--- src/rtl/mul_arbiter.sv ---
`default_nettype none
// =============================================================================
// Module   : mul_arbiter
// Purpose  : Shares one multiplier between two requesters, at most one op in
//            flight. Define MUL_ARB_RESULT_BUF_EN to add a result buffer.
// Revision : 1.0
// =============================================================================
module mul_arbiter (
  input  logic        clk,
  input  logic        resetn,
  input  logic        req0_valid_i,
  input  logic [63:0] req0_opr_a_i,
  input  logic [63:0] req0_opr_b_i,
  input  logic [3:0]  req0_func_i,
  input  logic        req0_word_i,
  output logic        req0_ready_o,
  input  logic        req1_valid_i,
  input  logic [63:0] req1_opr_a_i,
  input  logic [63:0] req1_opr_b_i,
  input  logic [3:0]  req1_func_i,
  input  logic        req1_word_i,
  output logic        req1_ready_o,
  output logic        res0_valid_o,
  output logic [63:0] res0_o,
  input  logic        res0_ready_i,
  output logic        res1_valid_o,
  output logic [63:0] res1_o,
  input  logic        res1_ready_i,
  output logic        mul_valid_o,
  output logic [63:0] opr_a_o,
  output logic [63:0] opr_b_o,
  output logic [3:0]  mul_func_o,
  output logic        word_op_o,
  input  logic        mul_ready_i,
  input  logic [63:0] mul_res_i,
  input  logic        mul_res_valid_i,
  output logic        mul_res_ready_o,
  output logic        mul_flush_o,
  input  logic        flush_i
);

  localparam logic [1:0] S_IDLE = 2'd0;
  localparam logic [1:0] S_BUSY = 2'd1;
`ifdef MUL_ARB_RESULT_BUF_EN
  localparam logic [1:0] S_HOLD = 2'd2;
`endif

  logic [1:0]  state_q, state_d;
  logic        owner_q, owner_d;
  logic        last_grant_q, last_grant_d;
`ifdef MUL_ARB_RESULT_BUF_EN
  logic        buf_valid_q, buf_valid_d;
  logic [63:0] buf_data_q, buf_data_d;
`endif

  logic        w_gnt_vld;
  logic        w_gnt_port;
  logic        w_issue;
  logic        w_owner_rdy;
  logic        w_res_vld;
  logic [63:0] w_res_data;

  // Grant is only offered while idle and out of reset, so outputs stay 0 in reset.
  always_comb begin
    w_gnt_vld  = 1'b0;
    w_gnt_port = 1'b0;
    if (resetn && state_q == S_IDLE) begin
      if (req0_valid_i && req1_valid_i) begin
        w_gnt_vld  = 1'b1;
        w_gnt_port = ~last_grant_q;
      end else if (req0_valid_i) begin
        w_gnt_vld  = 1'b1;
      end else if (req1_valid_i) begin
        w_gnt_vld  = 1'b1;
        w_gnt_port = 1'b1;
      end
    end
  end

  assign w_issue     = mul_valid_o & mul_ready_i;
  assign w_owner_rdy = owner_q ? res1_ready_i : res0_ready_i;

  always_ff @(posedge clk or negedge resetn) begin
    if (!resetn) begin
      state_q      <= S_IDLE;
      owner_q      <= 1'b0;
      last_grant_q <= 1'b1;
`ifdef MUL_ARB_RESULT_BUF_EN
      buf_valid_q  <= 1'b0;
      buf_data_q   <= '0;
`endif
    end else begin
      state_q      <= state_d;
      owner_q      <= owner_d;
      last_grant_q <= last_grant_d;
`ifdef MUL_ARB_RESULT_BUF_EN
      buf_valid_q  <= buf_valid_d;
      buf_data_q   <= buf_data_d;
`endif
    end
  end

  always_comb begin
    state_d      = state_q;
    owner_d      = owner_q;
    last_grant_d = last_grant_q;
`ifdef MUL_ARB_RESULT_BUF_EN
    buf_valid_d  = buf_valid_q;
    buf_data_d   = buf_data_q;
`endif
    if (flush_i) begin
      // Flush abandons everything but deliberately leaves last_grant alone.
      state_d = S_IDLE;
`ifdef MUL_ARB_RESULT_BUF_EN
      buf_valid_d = 1'b0;
      buf_data_d  = '0;
`endif
    end else begin
      case (state_q)
        S_IDLE: begin
          if (w_issue) begin
            state_d      = S_BUSY;
            owner_d      = w_gnt_port;
            last_grant_d = w_gnt_port;
          end
        end
        S_BUSY: begin
`ifdef MUL_ARB_RESULT_BUF_EN
          if (mul_res_valid_i) begin
            state_d     = S_HOLD;
            buf_valid_d = 1'b1;
            buf_data_d  = mul_res_i;
          end
`else
          if (mul_res_valid_i && w_owner_rdy) state_d = S_IDLE;
`endif
        end
`ifdef MUL_ARB_RESULT_BUF_EN
        S_HOLD: begin
          if (w_owner_rdy) begin
            state_d     = S_IDLE;
            buf_valid_d = 1'b0;
          end
        end
`endif
        default: state_d = S_IDLE;
      endcase
    end
  end

  always_comb begin
    mul_valid_o     = 1'b0;
    opr_a_o         = '0;
    opr_b_o         = '0;
    mul_func_o      = '0;
    word_op_o       = 1'b0;
    req0_ready_o    = 1'b0;
    req1_ready_o    = 1'b0;
    mul_res_ready_o = 1'b0;
    mul_flush_o     = 1'b0;
    w_res_vld       = 1'b0;
    w_res_data      = '0;
    if (resetn) begin
      mul_flush_o = flush_i;
      case (state_q)
        S_IDLE: begin
          if (w_gnt_vld) begin
            mul_valid_o  = ~flush_i;
            opr_a_o      = w_gnt_port ? req1_opr_a_i : req0_opr_a_i;
            opr_b_o      = w_gnt_port ? req1_opr_b_i : req0_opr_b_i;
            mul_func_o   = w_gnt_port ? req1_func_i  : req0_func_i;
            word_op_o    = w_gnt_port ? req1_word_i  : req0_word_i;
            req0_ready_o = ~w_gnt_port & mul_ready_i & ~flush_i;
            req1_ready_o =  w_gnt_port & mul_ready_i & ~flush_i;
          end
        end
        S_BUSY: begin
`ifdef MUL_ARB_RESULT_BUF_EN
          mul_res_ready_o = 1'b1;
`else
          w_res_vld       = mul_res_valid_i & ~flush_i;
          w_res_data      = mul_res_i;
          mul_res_ready_o = w_owner_rdy;
`endif
        end
`ifdef MUL_ARB_RESULT_BUF_EN
        S_HOLD: begin
          w_res_vld  = buf_valid_q & ~flush_i;
          w_res_data = buf_data_q;
        end
`endif
        default: ;
      endcase
    end
  end

  // Steer the result strictly to the owner; the other port sees all zeros.
  assign res0_valid_o = w_res_vld & ~owner_q;
  assign res1_valid_o = w_res_vld &  owner_q;
  assign res0_o       = owner_q ? '0 : w_res_data;
  assign res1_o       = owner_q ? w_res_data : '0;

endmodule
`default_nettype wire

--- config.mk ---
export PLATFORM = sky130hd
export DESIGN_NAME = mul_arbiter
export DESIGN_NICKNAME = d
export VERILOG_FILES = /design/src/rtl/mul_arbiter.sv
export SDC_FILE = /design/constraint.sdc
export NUM_CORES = 1
export LEC_CHECK = 0
export CAP_MARGIN = 10
export CELL_PAD_IN_SITES_DETAIL_PLACEMENT = 2
export CELL_PAD_IN_SITES_GLOBAL_PLACEMENT = 2
export CORE_AREA = 3 3 233 235
export DETAILED_ROUTE_END_ITERATION = 10
export DIE_AREA = 0 0 236 238
export GPL_TIMING_DRIVEN = 0
export PLACE_DENSITY = 0.67
export SKIP_LAST_GASP = 1
export SLEW_MARGIN = 25
export SYNTH_ARGS = -nofsm -noshare
export SYNTH_HDL_FRONTEND = slang
export SYNTH_SLANG_ARGS = --single-unit
--- constraint.sdc ---
create_clock -name clk -period 2.4 [get_ports clk]
set_input_delay 0.72 -clock clk [delete_from_list [all_inputs] [get_ports clk]]
set_output_delay 0.72 -clock clk [all_outputs]
set_load 0.05 [all_outputs]
# Yosys cells after proc, flatten, opt, wreduce, memory -nomap -nowiden
# Cells that the tools add are included.
# Widths: inputs -> output; s select.
# totals
reg_bits	4
in_bits	339
output_inout_bits	268
word_cells	70
# classes
n_eq_ne	3
muxes	46
bitwise_logic	12
n_reduce_logical	6
# ops
cell	n
$mux 64	12
$mux 1	26
$mux 4	4
$and 1x1->1	8
$mux 2	3
$ne 3x3->1 const B	2
$not 1->1	4
$pmux 2 s2	1
$logic_and 1x1->1	3
$reduce_and 3->1	1
$eq 2x1->1 const B	1
$logic_not 2->1	1
$reduce_and 2->1	1

# Depth between registers and ports, before layout
# logic_depth
ltp_word	11
mapped_depth	6

# Worst setup path before layout
# OpenSTA, ideal clock, no wires.
# synth_path
path_type	in2out
start	input mul_res_valid_i
end	output res0_valid_o
arrival_ns	2.290
required_ns	1.680
slack_ns	-0.610
cell_stages	2
cell_sequence	inv_1 > nor4_1
# synth_between
elab_chain_len	4
# synth_rtl
element	line_no	source
start: declaration	36	input logic mul_res_valid_i,
$and 1x1->1	181	w_res_vld = mul_res_valid_i & ~flush_i;
$mux 1	165	case (state_q)
$mux 1	163	if (resetn) begin
$and 1x1->1	198	assign res0_valid_o = w_res_vld & ~owner_q;
end: declaration	23	output logic res0_valid_o,
# No other way between the ends.

# Final worst setup path
# layout_path
start	input req1_valid_i
end	output opr_a_o[2]
# layout_between
elab_chain_len	8
word_cells_on_any_way	12
cone_classes	mux: 11; reduce/logical: 1
# layout_rtl
element	line_no	source
start: declaration	17	input logic req1_valid_i,
$mux 1	73	end else if (req1_valid_i) begin
$mux 1	71	end else if (req0_valid_i) begin
$mux 1	68	if (req0_valid_i && req1_valid_i) begin
$mux 1	67	if (resetn && state_q == S_IDLE) begin
$mux 64	169	opr_a_o = w_gnt_port ? req1_opr_a_i : req0_opr_a_i;
$mux 64 *	167	if (w_gnt_vld) begin
$mux 64 *	165	
$mux 64 *	163	
end: declaration	30	output logic [63:0] opr_a_o,
# Every way passes the cells marked *; elsewhere a longest branch is shown, timed or not.

==> run_results.csv <==
group,metric,value,unit
global_route,met1_usage,14.2,%
yosys,synth_common_cells,"and2_1 (132), o221a_2 (75), o221a_1 (57), clkbuf_1 (24), buf_2 (13)",
critical_path,crit_path_end_kind,"output port",
yosys,yosysUniqueCellTypes,30,
cells_and_area,final_area,15000,um^2
clocking,cts_tree,"built",
critical_path,worst-setup-path-type,"in -> out",
place,io_buffers,606,
floorplan,core-area,52400,um^2
global_route,grtUsageMet3,3.57,%
routing,first_pass_iters,4,
power_and_ir_drop,leakage,6.26,nW
yosys,synth_top_family_by_area,"compound AO/OA/AOI/OAI gates",
yosys,ys_warn_count,0,
sta,period_share,116,%
sta,rsz0062_at_grt,"yes",
yosys,synthSimpleGateAreaFrac,32.7,%
sta,max_freq,358,MHz
yosys,synth-edff-count,0,
cells_and_area,finalNetCount,1412,
clocking,clk_latency,0.23,ns
yosys,netlist_area,2900,um^2
routing,wire_per_inst,24.8,um
floorplan,start_util,5.53,%
cells_and_area,area_delta_synth_final,418,%
yosys,ys.flop_type,"dfrtp_1",
yosys,synth_top_area_cell,"o221a_2",
global_route,antenna_found_initial,4,
global_route,grt_pass1_wl,58900,um
sta,tightestPinTransition,0.306,ns
yosys,avgSynthCellArea,8.36,um^2
floorplan,num_rows,84,
clocking,cts_hold_buf,0,
global_route,busiest_layer,"met2",
global_route,grt_max_degree,11,
yosys,synth_top_area_share,29.1,%
yosys,synth_mux_area_share,1.12,%
yosys,synth_compound_area_share,51.9,%
clocking,path_clk_slew,0.03,ns
floorplan,io_pins,607,
clocking,cts_max_level,1,
yosys,ys_ff_latch,3,
yosys,synth_area_leaders,"o221a_2 (29%), and2_1 (28%), o221a_1 (22%), buf_6 (3.5%), clkbuf_1 (3.1%)",
routing,finalWirelength,43700,um
place,dpl-instance-area,10100,um^2
sta,finalSetupViolCount,246,
clocking,clockBufferDepth,2,
critical_path,crit_path_start_kind,"input port",
yosys,synth_fa_ha_area_share,0,%
run_status,status,"finished with violations",
run,drv_cap,0,
power_and_ir_drop,power_density,277,nW/um^2
place,place_hpwl,30700,um
cells_and_area,fill_cells,5526,
yosys,async_flop_share,100,%
sta,hold_viol,0,
cells_and_area,postLayoutCoreUtil,28.6,%
global_route,overflow,0,
yosys,yosysMostFrequentCell,"and2_1",
yosys,synth_xor_area_share,0,%
critical_path,arrival,2.07,ns
routing,vias_per_cell,3.65,
floorplan,die_x,236,um
clocking,cts_buffers,3,
clocking,cts_root_buf,"clkbuf_16",
sta,final.setup.tns,-60.92,ns
sta,whs,0.482,ns
sta,relSlewSlack,79.7,%
global_route,grt_usage,14.1,%
clocking,clock_sinks,3,
place,place_inst,1641,
floorplan,fp.dieH,238,um
global_route,use_met2,28.9,%
routing,drt_iter0_markers,91,
yosys,synth_cells,347,
sta,setup_ws,-0.392,ns
place,place_congestion,0.865,
floorplan,design.die.area,56200,um^2
cells_and_area,layout-drive-gt1-share,66.5,%
critical_path,crit_required,1.68,ns
cells_and_area,final_cells,1763,
critical_path,path_max_fanout,7,
yosys,ys_seq_area_share,2.63,%
yosys,synth_fp_nets,686,
power_and_ir_drop,vdd_drop_max,183,uV
global_route,grt_pass1_vias,7756,
hold_path,hold_path.class,"in -> async",
routing,detail-route-antenna-nets,0,
sta,slew_viol_final,0,
sta,post-route-min-period,2.79,ns
sta,fin_skew,0.00311,ns
run_status,violations,"setup timing",
routing,vias,6438,
routing,route.detailed.drc,0,
[layout make-up]
class | instances | area [um^2] | share of cell area (%)
repair buffers | 734 | 9190 | 61.2
diodes | 3 | 7.51 | 0.0500
well taps | 688 | 861 | 5.73
plain buffers | 43 | 768 | 5.11
multi-input cells | 286 | 4030 | 26.8
flip-flops and latches | 3 | 77.6 | 0.516
inverters | 2 | 7.51 | 0.0500
clock buffers | 4 | 78.8 | 0.525
[cell families (layout without fill, tap and decap cells)]
kind of cell	count (synthesis)	count (layout)
AO/OA/AOI/OAI	135	135
buffers and inverters	58	783
flip-flops	3	3
multiplexers	3	3
other	0	3
AND/OR/NAND/NOR	148	148
[through the flow]
stage | power, mW | worst slack, ns
3_5_place_dp | 2.64 | -1.85
3_3_place_gp | 2.61 | -1.84
2_1_floorplan | 1.44 | -0.0791
4_1_cts | 4.04 | -0.519
5_1_grt | 4.30 | -0.431
6_report | 4.16 | -0.392
[where the power goes]
| part | internal (mW) | switching [mW] | leakage (nW) |
|---|---|---|---|
| logic | 1.99 | 1.82 | 6.18 |
| clock network | 0.219 | 0.0476 | 0.0382 |
| registers | 0.0611 | 0.0161 | 0.0355 |
| total | 2.27 | 1.88 | 6.26 |
[timing repair]
action                     in CTS  in global routing
gates cloned                   34                  8
hold endpoints to repair        0                  0
setup endpoints to repair     271                258
resized for setup            2415                266
buffers inserted               67                 43
pin swaps                      90                 75
[critical path, cell delays in order]
cell and delay, ns:
buf_8 0.10, a21boi_4 0.13, buf_6 0.13, buf_12 0.13
buf_12 0.14, buf_4 0.15, buf_12 0.13, o221a_4 0.27
buf_8 0.15
[placed cells by master (no fill, tap or decap), types with 3 or more instances in the layout]
master / synthesis / layout
and2_1: 132 / 18
and2_4: 0 / 114
buf_12: 0 / 41
buf_16: 0 / 10
buf_4: 9 / 31
buf_6: 9 / 66
buf_8: 0 / 261
clkbuf_16: 0 / 24
clkbuf_4: 0 / 9
clkdlybuf4s50_1: 0 / 330
diode_2: 0 / 3
dlygate4sd2_1: 0 / 4
nor2_4: 1 / 3
o221a_4: 0 / 132
[state kept, by name, summed over array words and instances, names as in the netlist]
register / count
state_q: 1
last_grant_q: 1
owner_q: 1
[path summary, 6_finish.rpt]
check,startpoint,end,slack [ns],cells past startpoint
worst max-delay path,req1_valid_i,opr_a_o[2],-0.39,9
worst min-delay path,resetn,owner_q,0.48,3
worst max register to register,state_q[0],owner_q,0.58,6
worst min register to register,last_grant_q,last_grant_q,0.66,1
max in group asynchronous,resetn,last_grant_q,1.67,4
min in group clk,last_grant_q,last_grant_q,0.66,1
[per-layer routing]
metal,share of wire (%),vias to the layer above,wire length [um]
met5,0.034,-,15
met4,2.2,2,965
met3,7.2,36,3140
met2,56,392,24700
met1,34,3132,14900
li1,-,2876,-
(Power assumes the default switching activity.)
